[config.mk]
export PLATFORM = sky130hd
export DESIGN_NAME = ascii_entry_ctrl
export DESIGN_NICKNAME = d
export VERILOG_FILES = /design/src/rtl/ascii_entry_ctrl.sv
export SDC_FILE = /design/constraint.sdc
export NUM_CORES = 1
export LEC_CHECK = 0
export CORE_MARGIN = 3
export CORE_UTILIZATION = 55
export DETAILED_ROUTE_END_ITERATION = 8
export PLACE_DENSITY = 0.86
export SYNTH_ARGS = -nofsm -noshare
export SYNTH_HDL_FRONTEND = slang
export SYNTH_SLANG_ARGS = --single-unit
[constraint.sdc]
create_clock -name clk -period 4.2 [get_ports clk]
set_clock_uncertainty 0.2 [all_clocks]
set_input_delay 0.84 -clock clk [delete_from_list [all_inputs] [get_ports clk]]
set_output_delay 0.84 -clock clk [all_outputs]
set_load 0.05 [all_outputs]
[src/rtl/ascii_entry_ctrl.sv]
// Keypad/terminal entry controller: collects ASCII decimal digits from the UART,
// converts them to binary one digit per cycle and hands the value to a consumer.
module ascii_entry_ctrl #(
  parameter int DIGITS  = 4,
  parameter int WIDTH   = 16,
  parameter int TIMEOUT = 0
) (
  input  logic             clk,
  input  logic             rst,
  input  logic             i_start,
  input  logic             i_rx_dv,
  input  logic [7:0]       i_rx_byte,
  input  logic             i_ack,
  output logic             o_busy,
  output logic [WIDTH-1:0] o_value,
  output logic             o_valid,
  output logic             o_err,
  output logic [2:0]       o_err_code,
  output logic [3:0]       o_digit_cnt,
  output logic             o_echo_dv,
  output logic [7:0]       o_echo_byte,
  output logic [2:0]       o_dbg_state
);

  localparam int BW = 4 * DIGITS;
  localparam int IW = (DIGITS > 1) ? $clog2(DIGITS) : 1;
  localparam int TW = (TIMEOUT > 1) ? $clog2(TIMEOUT) : 1;
  localparam logic [TW-1:0] TMO_LAST = TW'((TIMEOUT > 0) ? TIMEOUT - 1 : 0);
  localparam logic [3:0]    MAX_CNT  = 4'(DIGITS);

  localparam logic [2:0] ERR_OVERFLOW = 3'd1;
  localparam logic [2:0] ERR_EMPTY    = 3'd2;
  localparam logic [2:0] ERR_BADCHAR  = 3'd3;
  localparam logic [2:0] ERR_TIMEOUT  = 3'd4;
  localparam logic [2:0] ERR_ABORT    = 3'd5;

  typedef enum logic [2:0] {
    S_IDLE    = 3'd0,
    S_COLLECT = 3'd1,
    S_CONVERT = 3'd2,
    S_DONE    = 3'd3,
    S_ERROR   = 3'd4
  } state_e;

  state_e           state_q, state_d;
  logic [BW-1:0]    buf_q, buf_d;
  logic [3:0]       cnt_q, cnt_d;
  logic [WIDTH-1:0] acc_q, acc_d;
  logic [IW-1:0]    idx_q, idx_d;
  logic [TW-1:0]    tmo_q, tmo_d;
  logic [2:0]       code_q, code_d;
  logic             echo_dv_q, echo_dv_d;
  logic [7:0]       echo_byte_q, echo_byte_d;

  logic       is_digit;
  logic [3:0] cur_digit;

  assign is_digit  = (i_rx_byte >= 8'h30) && (i_rx_byte <= 8'h39);
  // Nibble 0 holds the most recent digit, so the first-typed digit sits at idx cnt-1.
  assign cur_digit = 4'(buf_q >> {idx_q, 2'b00});

  always_ff @(posedge clk) begin
    if (rst) begin
      state_q     <= S_IDLE;
      buf_q       <= '0;
      cnt_q       <= '0;
      acc_q       <= '0;
      idx_q       <= '0;
      tmo_q       <= '0;
      code_q      <= '0;
      echo_dv_q   <= 1'b0;
      echo_byte_q <= '0;
    end else begin
      state_q     <= state_d;
      buf_q       <= buf_d;
      cnt_q       <= cnt_d;
      acc_q       <= acc_d;
      idx_q       <= idx_d;
      tmo_q       <= tmo_d;
      code_q      <= code_d;
      echo_dv_q   <= echo_dv_d;
      echo_byte_q <= echo_byte_d;
    end
  end

  always_comb begin
    state_d     = state_q;
    buf_d       = buf_q;
    cnt_d       = cnt_q;
    acc_d       = acc_q;
    idx_d       = idx_q;
    tmo_d       = tmo_q;
    code_d      = code_q;
    echo_dv_d   = 1'b0;
    echo_byte_d = echo_byte_q;

    unique case (state_q)
      S_IDLE: begin
        if (i_start) begin
          state_d = S_COLLECT;
          buf_d   = '0;
          cnt_d   = '0;
          acc_d   = '0;
          tmo_d   = '0;
          code_d  = '0;
        end
      end

      S_COLLECT: begin
        if (i_rx_dv) begin
          tmo_d = '0;
          if (is_digit) begin
            if (cnt_q < MAX_CNT) begin
              buf_d       = (buf_q << 4) | BW'(i_rx_byte[3:0]);
              cnt_d       = cnt_q + 4'd1;
              echo_dv_d   = 1'b1;
              echo_byte_d = i_rx_byte;
            end else begin
              state_d = S_ERROR;
              code_d  = ERR_OVERFLOW;
            end
          end else begin
            case (i_rx_byte)
              8'h08: begin
                if (cnt_q != 4'd0) begin
                  buf_d       = buf_q >> 4;
                  cnt_d       = cnt_q - 4'd1;
                  echo_dv_d   = 1'b1;
                  echo_byte_d = i_rx_byte;
                end
              end
              8'h0D: begin
                if (cnt_q != 4'd0) begin
                  state_d = S_CONVERT;
                  acc_d   = '0;
                  idx_d   = IW'(cnt_q - 4'd1);
                end else begin
                  state_d = S_ERROR;
                  code_d  = ERR_EMPTY;
                end
              end
              8'h1B: begin
                state_d = S_ERROR;
                code_d  = ERR_ABORT;
              end
              default: begin
                state_d = S_ERROR;
                code_d  = ERR_BADCHAR;
              end
            endcase
          end
        end else if ((TIMEOUT > 0) && (tmo_q == TMO_LAST)) begin
          state_d = S_ERROR;
          code_d  = ERR_TIMEOUT;
        end else begin
          tmo_d = tmo_q + TW'(1);
        end
      end

      S_CONVERT: begin
        acc_d = (acc_q << 3) + (acc_q << 1) + WIDTH'(cur_digit);
        if (idx_q == '0) begin
          state_d = S_DONE;
        end else begin
          idx_d = idx_q - IW'(1);
        end
      end

      // o_valid is a level held from entry to DONE until i_ack is sampled high;
      // the transfer completes on that edge and o_valid drops the next cycle.
      S_DONE: begin
        if (i_ack) begin
          state_d = S_IDLE;
        end
      end

      S_ERROR: begin
        state_d = S_IDLE;
      end

      default: begin
        state_d = S_IDLE;
      end
    endcase
  end

  assign o_busy      = (state_q != S_IDLE);
  assign o_value     = acc_q;
  assign o_valid     = (state_q == S_DONE);
  assign o_err       = (state_q == S_ERROR);
  assign o_err_code  = code_q;
  assign o_digit_cnt = cnt_q;
  assign o_echo_dv   = echo_dv_q;
  assign o_echo_byte = echo_byte_q;
  assign o_dbg_state = state_q;

endmodule

==> run summary, run 1 <==
• 0.8894 — Final Cycle Share
• 0 — async set-reset flop share out of synthesis
• 0.5721 — initial core utilization
• sky130_fd_sc_hd__dfxtp_1 31%, sky130_fd_sc_hd__ha_1 11%, sky130_fd_sc_hd__nor2_1 4.3%, sky130_fd_sc_hd__mux2i_1 3.5%, sky130_fd_sc_hd__mux4_2 3.3% — main area contributors after synthesis
• 7756 µm — final wirelength
• 13130 µm — wire length of the first global-routing pass
• 449 — net count of the finished layout
• o_value[15] — hold path startpoint
• 408 — number of nets in the synthesized netlist
• 7 — crit-path max FO
• 195 — number of design-rule violations left by the first detailed-router iteration
• 0 — global route total overflow
• 7214 µm² — Die Outline Area
• sky130_fd_sc_hd__dfxtp_1 — ys flop type
• 3884 µm² — instance area after placement
• 0.8719 ns — slew at the pin closest to its max-slew limit
• 15.85% — post-synthesis to final-layout area growth
• 0.46 ns — FF-to-FF setup slack
• 0.3096 — area share of the largest cell type after synthesis
• 11 — cell depth of the worst flop-to-flop path
• 0.4166 — max-slew headroom at the worst pin
• 0 — number of max-cap violations
• sky130_fd_sc_hd__clkbuf_8 — clock root cell
• 267.7 MHz — Fmax achieved
• 261.3 nW/µm² — Power Dens Cells
• 3.80 ns — arrival time worst endpoint
• 6.208 — average via count per standard cell
• 0 — DRC violation count after routing
• finished, final reports clean — result of the run
• 0 — EDFF count, synth
• 53 — sinks on the clock net
• idx_q[0] — launch point of the worst reg-to-reg path
• o_value[11] — critical path capture point
• 53 x sky130_fd_sc_hd__dfxtp_1, 39 x sky130_fd_sc_hd__nor2_1, 29 x sky130_fd_sc_hd__ha_1 — most numerous cell types in the synthesized netlist
• 2 — H-tree levels
• sky130_fd_sc_hd__dfxtp_1 — top-count cell post-synth
• 0 — endpoints failing setup
• 5 — clock buffer count from CTS
• 0 — Final Slew Violations
• reg2reg — classification of the worst setup path
• 3970 µm² — Final Instance Area
• 4.26 ns — CP required
• 5991 µm² — Placeable Area
• register — element type at the critical path start
• 0 — count of yosys warnings during synthesis
• 5801 µm — detailed placer's ending HPWL
• 0 — remaining antenna violation count
• 0 — Antenna Diode Count
• 2986 — via count
• 16.12 µm — routed len/inst
• 0.1207 — fraction of final layout cells with drive strength greater than 1
• reg2reg — class of the worst hold path
• 53 — Yosys reg bits
• 0.10 ns — clk slew on worst S/H paths
• 2 — Crit path buffers/inverters
• 0.6627 — Post-Route Utilization
• 28 — number of rows in the core area
• sky130_fd_sc_hd__mux4_2 — slowest stage cell, crit path
• 0 — antenna violations before repair
• sky130_fd_sc_hd__inv_1 — most frequent cell on the critical path
• 0.56 ns — delay of the slowest critical-path stage
• yes — CTS tree
• 0.2182 — global router's overall resource usage
• 0 — post-CTS repair timing setup buffer count
• o_value[11] — Crit Reg-Reg Endpoint
• 5 — Pre-Repair DR Iteration Count
• 3.736 ns — final critical-path required period
• mux4_2, inv_1, fa_1, inv_1, ha_1, a211o_1, o211ai_1, a31oi_1, or2_2, o41ai_1, a221o_1 — cells along the critical path
• 1.037 mW — total power
• 1.578 nW — Leakage Power
• 364 — Cells after Synth
• 11 — total number of cells along the worst setup path
• 0 — count of endpoints failing hold in the final timing report
• 0.31 ns — clk_lat worst skew
• 50 — Port Buffers
• 2 — number of buffers between clock root and the deepest sink
• 73 — library cells used by synthesis
• 0.2470 ns — Min Hold Slack
• 2810 — via count of the first global-routing pass
• no — setup repair after global routing missed its margin
• 51 — # IOs
• 84.94 µm — vertical die dimension
• sky130_fd_sc_hd__dfxtp_1 — library cell occupying the most area in the post-synthesis netlist
• 0 — post-cts repair resize count
• idx_q[0] — start point of the critical path
• 0.3096 — sequential-to-total area share from yosys stat
• 0 — hold-fix buffer count after cts
• 0 ns — setup tns final
• compound AO/OA/AOI/OAI gates — Worst path top cell family by delay
• 84.94 µm — die span in x
• 39 — pin count of the biggest net entering global routing
• 9.415 µm² — post-synthesis average cell area
• 3427 µm² — area of the mapped netlist
• 0.1709 mV — worst voltage drop across the vdd grid
• register — crit path capture type
• 0.9533 — routability congestion estimate from global placement
==> worst min path at each step <==
stage                             end  cells after the start
after detailed placement  o_value[15]                      2
after floorplan             buf_q[12]                      2
final                     o_value[15]                      2
after global placement    o_value[15]                      2
after global routing      o_value[15]                      2
after CTS                 o_value[15]                      2
==> where the power goes <==
part           internal (mW)  switching (mW)  leakage (nW)  total (mW)
Clock                  0.116           0.178        0.0439       0.293
Combinational         0.0774           0.124          1.10       0.201
Sequential             0.520          0.0223         0.430       0.542
Total                  0.713           0.324          1.58        1.04
==> layout make-up <==
| class | instances | area, µm² |
|---|---|---|
| Clock inverter | 3 | 17.52 |
| Tap cell | 75 | 93.84 |
| Clock buffer | 5 | 68.82 |
| Sequential cell | 53 | 1061 |
| Multi-Input combinational cell | 278 | 2157 |
| Timing Repair Buffer | 52 | 515.5 |
| Inverter | 15 | 56.30 |
| Fill cell | 477 | 2021 |
==> cell families after synthesis <==
kind of cell | synth area share
muxes | 0.08105
buffers and inverters | 0.06097
adders and majority gates | 0.1176
AOI/OAI and AO/OA | 0.1815
xor gates and xnor gates | 0.02811
and+or+nand+nor | 0.2212
DFF | 0.3096
==> worst reg2reg max path: cells and delay by family (launching register included) <==
kind	cells	cell delay, ns
AO/OA/AOI/OAI	5	1.16
adder cells (fa/ha/maj)	2	0.70
buffers and inverters	2	0.16
flip-flops	1	0.55
multiplexers	1	0.56
AND/OR/NAND/NOR	1	0.33
==> per-stage QoR <==
| stage | setup slack (ns) | std cells |
|---|---|---|
| after floorplan | 0.9455 | 364 |
| after global placement | 0.7286 | 473 |
| after detailed placement | 0.5678 | 473 |
| after CTS | 0.4996 | 481 |
| after global routing | 0.2362 | 481 |
| final | 0.4644 | 481 |
==> registers in the layout, indices dropped and copies added (netlist names) <==
signal and flops:
o_digit_cnt 4, o_err_code 3, o_echo_dv 1, o_value 16, idx_q 2, o_echo_byte 8
o_dbg_state 3, buf_q 16
==> cell usage in the layout, fill, tap and decap left out, types with 3 or more instances in the layout <==
master and n:
sky130_fd_sc_hd__dfxtp_1 53, sky130_fd_sc_hd__clkdlybuf4s50_1 50, sky130_fd_sc_hd__nor2_1 39, sky130_fd_sc_hd__ha_1 29, sky130_fd_sc_hd__nand2_1 24, sky130_fd_sc_hd__a21oi_1 19, sky130_fd_sc_hd__inv_1 15, sky130_fd_sc_hd__mux2i_1 12
sky130_fd_sc_hd__a221oi_1 12, sky130_fd_sc_hd__nor3_2 11, sky130_fd_sc_hd__o21ai_0 10, sky130_fd_sc_hd__nand3_1 8, sky130_fd_sc_hd__nor3_1 7, sky130_fd_sc_hd__nand2b_1 7, sky130_fd_sc_hd__xnor2_1 7, sky130_fd_sc_hd__mux4_2 5
sky130_fd_sc_hd__clkbuf_8 5, sky130_fd_sc_hd__mux2_2 4, sky130_fd_sc_hd__a22o_1 4, sky130_fd_sc_hd__a211o_1 4, sky130_fd_sc_hd__nor4_1 4, sky130_fd_sc_hd__xor2_1 4, sky130_fd_sc_hd__nor3b_1 3, sky130_fd_sc_hd__a21oi_2 3
sky130_fd_sc_hd__and2_1 3, sky130_fd_sc_hd__a31oi_1 3, sky130_fd_sc_hd__o211ai_1 3
==> layer usage <==
layer / vias to the layer above / share of wire / global-route usage
li1: 1430 / - / -
met1: 1448 / 0.44 / 0.2805
met2: 103 / 0.50 / 0.3865
met3: 5 / 0.058 / 0.03495
met4: 0 / 0.0085 / 0.04604
met5: - / 0 / 0
No activity file was read; power rests on OpenSTA's default activity.
==> inputs of run 2 (changes only) <==
MAX_ROUTING_LAYER = met4   (was not set)
==> run summary, run 2 (synthesis results as in run 1) <==
• 2 — Crit path buffers/inverters, unchanged
• 0 — hold-fix buffer count after cts, unchanged
• 13360 µm — wire length of the first global-routing pass, +1.7%
• 0.9635 — routability congestion estimate from global placement, +1.1%
• 39 — pin count of the biggest net entering global routing, unchanged
• 450 — net count of the finished layout, +0.22%
• 0 — number of max-cap violations, unchanged
• 0 — remaining antenna violation count, unchanged
• 50 — Port Buffers, unchanged
• 5 — clock buffer count from CTS, unchanged
• 7214 µm² — Die Outline Area, unchanged
• sky130_fd_sc_hd__inv_1 — most frequent cell on the critical path
• 84.94 µm — die span in x, unchanged
• 0.1207 — fraction of final layout cells with drive strength greater than 1, unchanged
• 0 — DRC violation count after routing, unchanged
• 5 — Pre-Repair DR Iteration Count, unchanged
• 2 — H-tree levels, unchanged
• finished, final reports clean — result of the run
• 3.474 ns — final critical-path required period, -0.2620 ns
• 1.583 nW — Leakage Power, +0.31%
• 2951 — via count, -1.2%
• 0 — endpoints failing setup, unchanged
• 0.31 ns — clk_lat worst skew, about the same
• 481 — number of standard cells in the final layout excluding fillers, unchanged
• 0 — count of endpoints failing hold in the final timing report, unchanged
• 482 — fill count, +1.0%
• 0.2295 — global router's overall resource usage, +0.01133
• 2 — number of buffers between clock root and the deepest sink, unchanged
• 0.5721 — initial core utilization, unchanged
• 0.8271 — Final Cycle Share, -0.06237
• 0.10 ns — clk slew on worst S/H paths, about the same
• reg2reg — class of the worst hold path
• 287.9 MHz — Fmax achieved, +7.5%
• 16.17% — post-synthesis to final-layout area growth
• 0 — post-cts repair resize count, unchanged
• 51 — # IOs, unchanged
• 15.79 µm — routed len/inst, -2.1%
• mux4_2, inv_1, fa_1, inv_1, ha_1, a211o_1, o211ai_1, a31oi_1, o41ai_1, xnor2_1, o21ai_1 — cells along the critical path
• 474 — number of instances in the placed design, +0.21%
• compound AO/OA/AOI/OAI gates — Worst path top cell family by delay
• 0.52 ns — delay of the slowest critical-path stage, -0.04 ns
• 0 — Final Slew Violations, unchanged
• 4.19 ns — CP required, -0.07 ns
• 3.47 ns — arrival time worst endpoint, -0.33 ns
• 53 — sinks on the clock net, unchanged
• register — element type at the critical path start
• 53 x sky130_fd_sc_hd__dfxtp_1, 50 x sky130_fd_sc_hd__clkdlybuf4s50_1, 39 x sky130_fd_sc_hd__nor2_1, 29 x sky130_fd_sc_hd__ha_1, 24 x sky130_fd_sc_hd__nand2_1 — commonest non-fill, non-tap cells in the layout
• 0 — global route total overflow, unchanged
• 5991 µm² — Placeable Area, unchanged
• 0 — antenna violations before repair, unchanged
• 0.7263 ns — min setup slack post-route, +0.2620 ns
• no — setup repair after global routing missed its margin
• 0.2487 ns — Min Hold Slack, +0.001723 ns
• 28 — number of rows in the core area, unchanged
• 6 — crit-path max FO, -1
• 7595 µm — final wirelength, -2.1%
• 261.4 nW/µm² — Power Dens Cells, about the same
• 84.94 µm — vertical die dimension, unchanged
• 0.1748 mV — worst voltage drop across the vdd grid, +2.3%
• 0 — post-CTS repair timing setup buffer count, unchanged
• 0 — Antenna Diode Count, unchanged
• register — crit path capture type
• 0.7898 ns — dpl ws, +0.2220 ns
• 6.135 — average via count per standard cell, -1.2%
• 0.8335 ns — slew at the pin closest to its max-slew limit, -0.03841 ns
• sky130_fd_sc_hd__clkbuf_8 — clock root cell
• yes — CTS tree
• 5710 µm — detailed placer's ending HPWL, -1.6%
• 2873 — via count of the first global-routing pass, +2.2%
• 193 — number of design-rule violations left by the first detailed-router iteration, -1.0%
• 0 ns — setup tns final, unchanged
• reg2reg — classification of the worst setup path
• sky130_fd_sc_hd__dfxtp_1 — leading cell type in the layout, fill and taps excluded
• sky130_fd_sc_hd__mux4_2 — slowest stage cell, crit path
• 0.4423 — max-slew headroom at the worst pin, +0.02570
## run 2: cell count changes in the layout (fill, tap and decap cells not counted), sizes merged
cell,previous run,this run
clkbuf,5,6
clkinv,2,0
buf,2,3
## run 2: final timing paths
path / from / to / slack [ns] / cells past startpoint
setup reg to reg: idx_q[0] / o_value[15] / 0.73 / 11
hold reg to reg: o_value[15] / o_value[15] / 0.25 / 2
hold / removal: o_value[15] / o_value[15] / 0.25 / 2
setup / recovery: idx_q[0] / o_value[15] / 0.73 / 11
## run 2: tightest hold or removal path: cells and delay by family, from the launching register on
family / cells / cell delay, ns
flip-flops: 1 / 0.32
AND/OR/NAND/NOR: 1 / 0.05
AO/OA/AOI/OAI: 1 / 0.05
## run 2: power by group
group	total [mW]	internal [mW]	switching [mW]	leakage [nW]
clock network	0.299	0.131	0.168	0.0433
logic	0.200	0.0776	0.123	1.11
registers	0.542	0.520	0.0220	0.430
total	1.04	0.728	0.313	1.58
## run 2: routing by layer
metal | share of wire | track usage | vias up
met5 | 0 | - | -
met4 | 0.015 | 0.06187 | 0
met3 | 0.055 | 0.03301 | 16
met2 | 0.49 | 0.3779 | 114
met1 | 0.44 | 0.2963 | 1382
li1 | - | - | 1439
## run 2: area by class of cell
type                    count  area, µm²  area share
clock inverters             1      7.507    0.001886
multi-input cells         278       2157      0.5418
inverters                  15      56.30     0.01414
repair buffers             53      523.0      0.1314
well taps                  75      93.84     0.02357
flip-flops and latches     53       1061      0.2665
clock buffers               6      82.58     0.02074
## run 2: per-stage QoR
step	total power, mW	util	area, µm²
final	1.041	0.6646	3981
after CTS	1.049	0.6646	3981
after floorplan	0.7033	-	3427
after global routing	1.090	0.6646	3981
after global placement	0.7477	0.6495	3891
after detailed placement	0.7520	0.6495	3891
==> inputs of run 3 (changes only) <==
CORE_UTILIZATION = 49   (was 55)
PLACE_DENSITY = 0.81   (was 0.86)
clock period = 2.8 ns   (was 4.2 ns; I/O delays follow)
==> run summary, run 3 (synthesis results as in run 1) <==
• 16.51 µm — routed len/inst, +4.6%
• 3.19 ns — arrival time worst endpoint, -0.28 ns
• 0.31 ns — clk_lat worst skew, about the same
• 20 — pin count of the biggest net entering global routing, -49%
• 544 — number of standard cells in the final layout excluding fillers, +13%
• negative setup slack — failing checks
• 2 — H-tree levels, unchanged
• 317.8 MHz — Fmax achieved, +10%
• -0.3471 ns — min setup slack post-route, -1.073 ns
• 89.63 µm — die span in x, +5.5%
• 8981 µm — final wirelength, +18%
• 4312 µm² — instance area after placement, +11%
• 29 — number of rows in the core area, +3.6%
• 0.2616 — fraction of final layout cells with drive strength greater than 1, +0.1410
• 53 — sinks on the clock net, unchanged
• 11 — total number of cells along the worst setup path, unchanged
• complete, but fails checks — result of the run
• 5 — clock buffer count from CTS, unchanged
• 50 — Port Buffers, unchanged
• 0 — antenna violations before repair, unchanged
• 2 — number of buffers between clock root and the deepest sink, unchanged
• adder cells — Worst path top cell family by delay
• 0.2271 — global router's overall resource usage, -0.002429
• idx_q[0] — start point of the critical path
• mux4_2, inv_2, fa_1, inv_2, ha_4, a211o_1, o211ai_1, a31oi_4, buf_4, or4_1, nand3_1 — cells along the critical path
• 0 — Antenna Diode Count, unchanged
• 494 — net count of the finished layout, +9.8%
• idx_q[0] — launch point of the worst reg-to-reg path
• o_value[13] — critical path capture point
• 3111 — via count of the first global-routing pass, +8.3%
• 2.85 ns — CP required, -1.34 ns
• 11 — cell depth of the worst flop-to-flop path, unchanged
• reg2reg — classification of the worst setup path
• reg2reg — class of the worst hold path
• 5 — crit-path max FO, -1
• 0.9247 — routability congestion estimate from global placement, -4.0%
• 0 — count of endpoints failing hold in the final timing report, unchanged
• 0.5745 — max-slew headroom at the worst pin, +0.1323
• sky130_fd_sc_hd__clkbuf_8 — clock root cell
• 0.2640 mV — worst voltage drop across the vdd grid, +51%
• 0 — remaining antenna violation count, unchanged
• 5 — Pre-Repair DR Iteration Count, unchanged
• 0.6375 ns — slew at the pin closest to its max-slew limit, -0.1960 ns
• 9 — endpoints failing setup, +9
• 3 — Crit path buffers/inverters, +1
• yes — setup repair after global routing missed its margin
• 176 — number of design-rule violations left by the first detailed-router iteration, -8.8%
• 6568 µm² — Placeable Area, +9.6%
• 89.63 µm — vertical die dimension, +5.5%
• 0.09 ns — clk slew on worst S/H paths, about the same
• 375.8 nW/µm² — Power Dens Cells, +44%
• 52 x sky130_fd_sc_hd__dfxtp_1, 49 x sky130_fd_sc_hd__clkdlybuf4s50_1, 42 x sky130_fd_sc_hd__buf_4, 39 x sky130_fd_sc_hd__nor2_1, 26 x sky130_fd_sc_hd__ha_1 — commonest non-fill, non-tap cells in the layout
• 5.890 — average via count per standard cell, -4.0%
• sky130_fd_sc_hd__mux4_2 — slowest stage cell, crit path
• register — crit path capture type
• 1.124 — Final Cycle Share, +0.2969
• 0 — DRC violation count after routing, unchanged
• sky130_fd_sc_hd__dfxtp_1 — leading cell type in the layout, fill and taps excluded
• 4588 µm² — Final Instance Area, +15%
• 33.88% — post-synthesis to final-layout area growth
• 0 — Final Slew Violations, unchanged
• 3204 — via count, +8.6%
• 0 — global route total overflow, unchanged
• 8034 µm² — Die Outline Area, +11%
• 3.147 ns — final critical-path required period, -0.3266 ns
• -0.35 ns — FF-to-FF setup slack, -1.07 ns
• register — element type at the critical path start
• yes — CTS tree
• 1.869 nW — Leakage Power, +18%
• 51 — # IOs, unchanged
• 0 — number of max-cap violations, unchanged
• o_value[13] — Crit Reg-Reg Endpoint
• 0.5218 — initial core utilization, -0.05024
• 0.2550 ns — Min Hold Slack, +0.006268 ns
• 529 — number of instances in the placed design, +12%
• 14300 µm — wire length of the first global-routing pass, +7.0%
• 0.50 ns — delay of the slowest critical-path stage, -0.02 ns
• sky130_fd_sc_hd__inv_2 — most frequent cell on the critical path
• 6410 µm — detailed placer's ending HPWL, +12%
## run 3: cell types whose count changed in the layout (fill, tap and decap cells not counted), sizes merged
cell / change
buf: +45
bufinv: +1
clkdlybuf4s50: -1
## run 3: worst min-delay path by stage
stage | from | end | cells past startpoint | slack [ns]
global placement | o_value[15] | o_value[15] | 2 | 0.24
global route | o_value[15] | o_value[15] | 2 | 0.29
finish | o_value[15] | o_value[15] | 2 | 0.25
detailed placement | o_echo_byte[6] | o_echo_byte[6] | 1 | 0.25
CTS | o_value[15] | o_value[15] | 2 | 0.26
floorplan | buf_q[12] | buf_q[12] | 2 | 0.24
## run 3: layout make-up
type,count,area (µm²)
Clock inverter,2,37.54
Tap cell,93,116.4
Multi-Input combinational cell,278,2325
Fill cell,480,1979
Inverter,15,56.30
Clock buffer,6,82.58
Sequential cell,53,1062
Timing Repair Buffer,97,908.4
## run 3: layer usage
metal,vias to the layer above,global-route usage,share of wire
met3,23,0.02828,0.053
li1,1520,-,-
met1,1548,0.2722,0.41
met4,0,0.04465,0.021
met5,-,-,0
met2,113,0.4082,0.51
## run 3: timing repair
action,in CTS,in global routing
setup endpoints to repair,10,11
pin swaps,12,8
resized for setup,14,9
hold buffers,0,0
buffers inserted,6,2
## run 3: stage by stage
stage                     total power [mW]  setup WS (ns)  utilization  TNS (ns)
after floorplan                      1.058        -0.4137            -    -1.503
after global routing                 1.790        -0.4180       0.6986    -2.999
after global placement               1.174        -0.3205       0.6565    -1.659
after CTS                            1.733        -0.3454       0.6874    -1.932
final                                1.724        -0.3471       0.6986    -2.121
after detailed placement             1.184        -0.4130       0.6565    -2.427
## run 3: worst min-delay path: cells and delay by family (launching register included)
family	cells	cell delay [ns]
flops	1	0.32
simple gates	1	0.05
compound gates	1	0.05
## run 3: power breakdown
part           internal (mW)  switching (mW)  leakage [nW]
logic                  0.162           0.207          1.38
clock network          0.291           0.259        0.0574
registers              0.780          0.0251         0.430
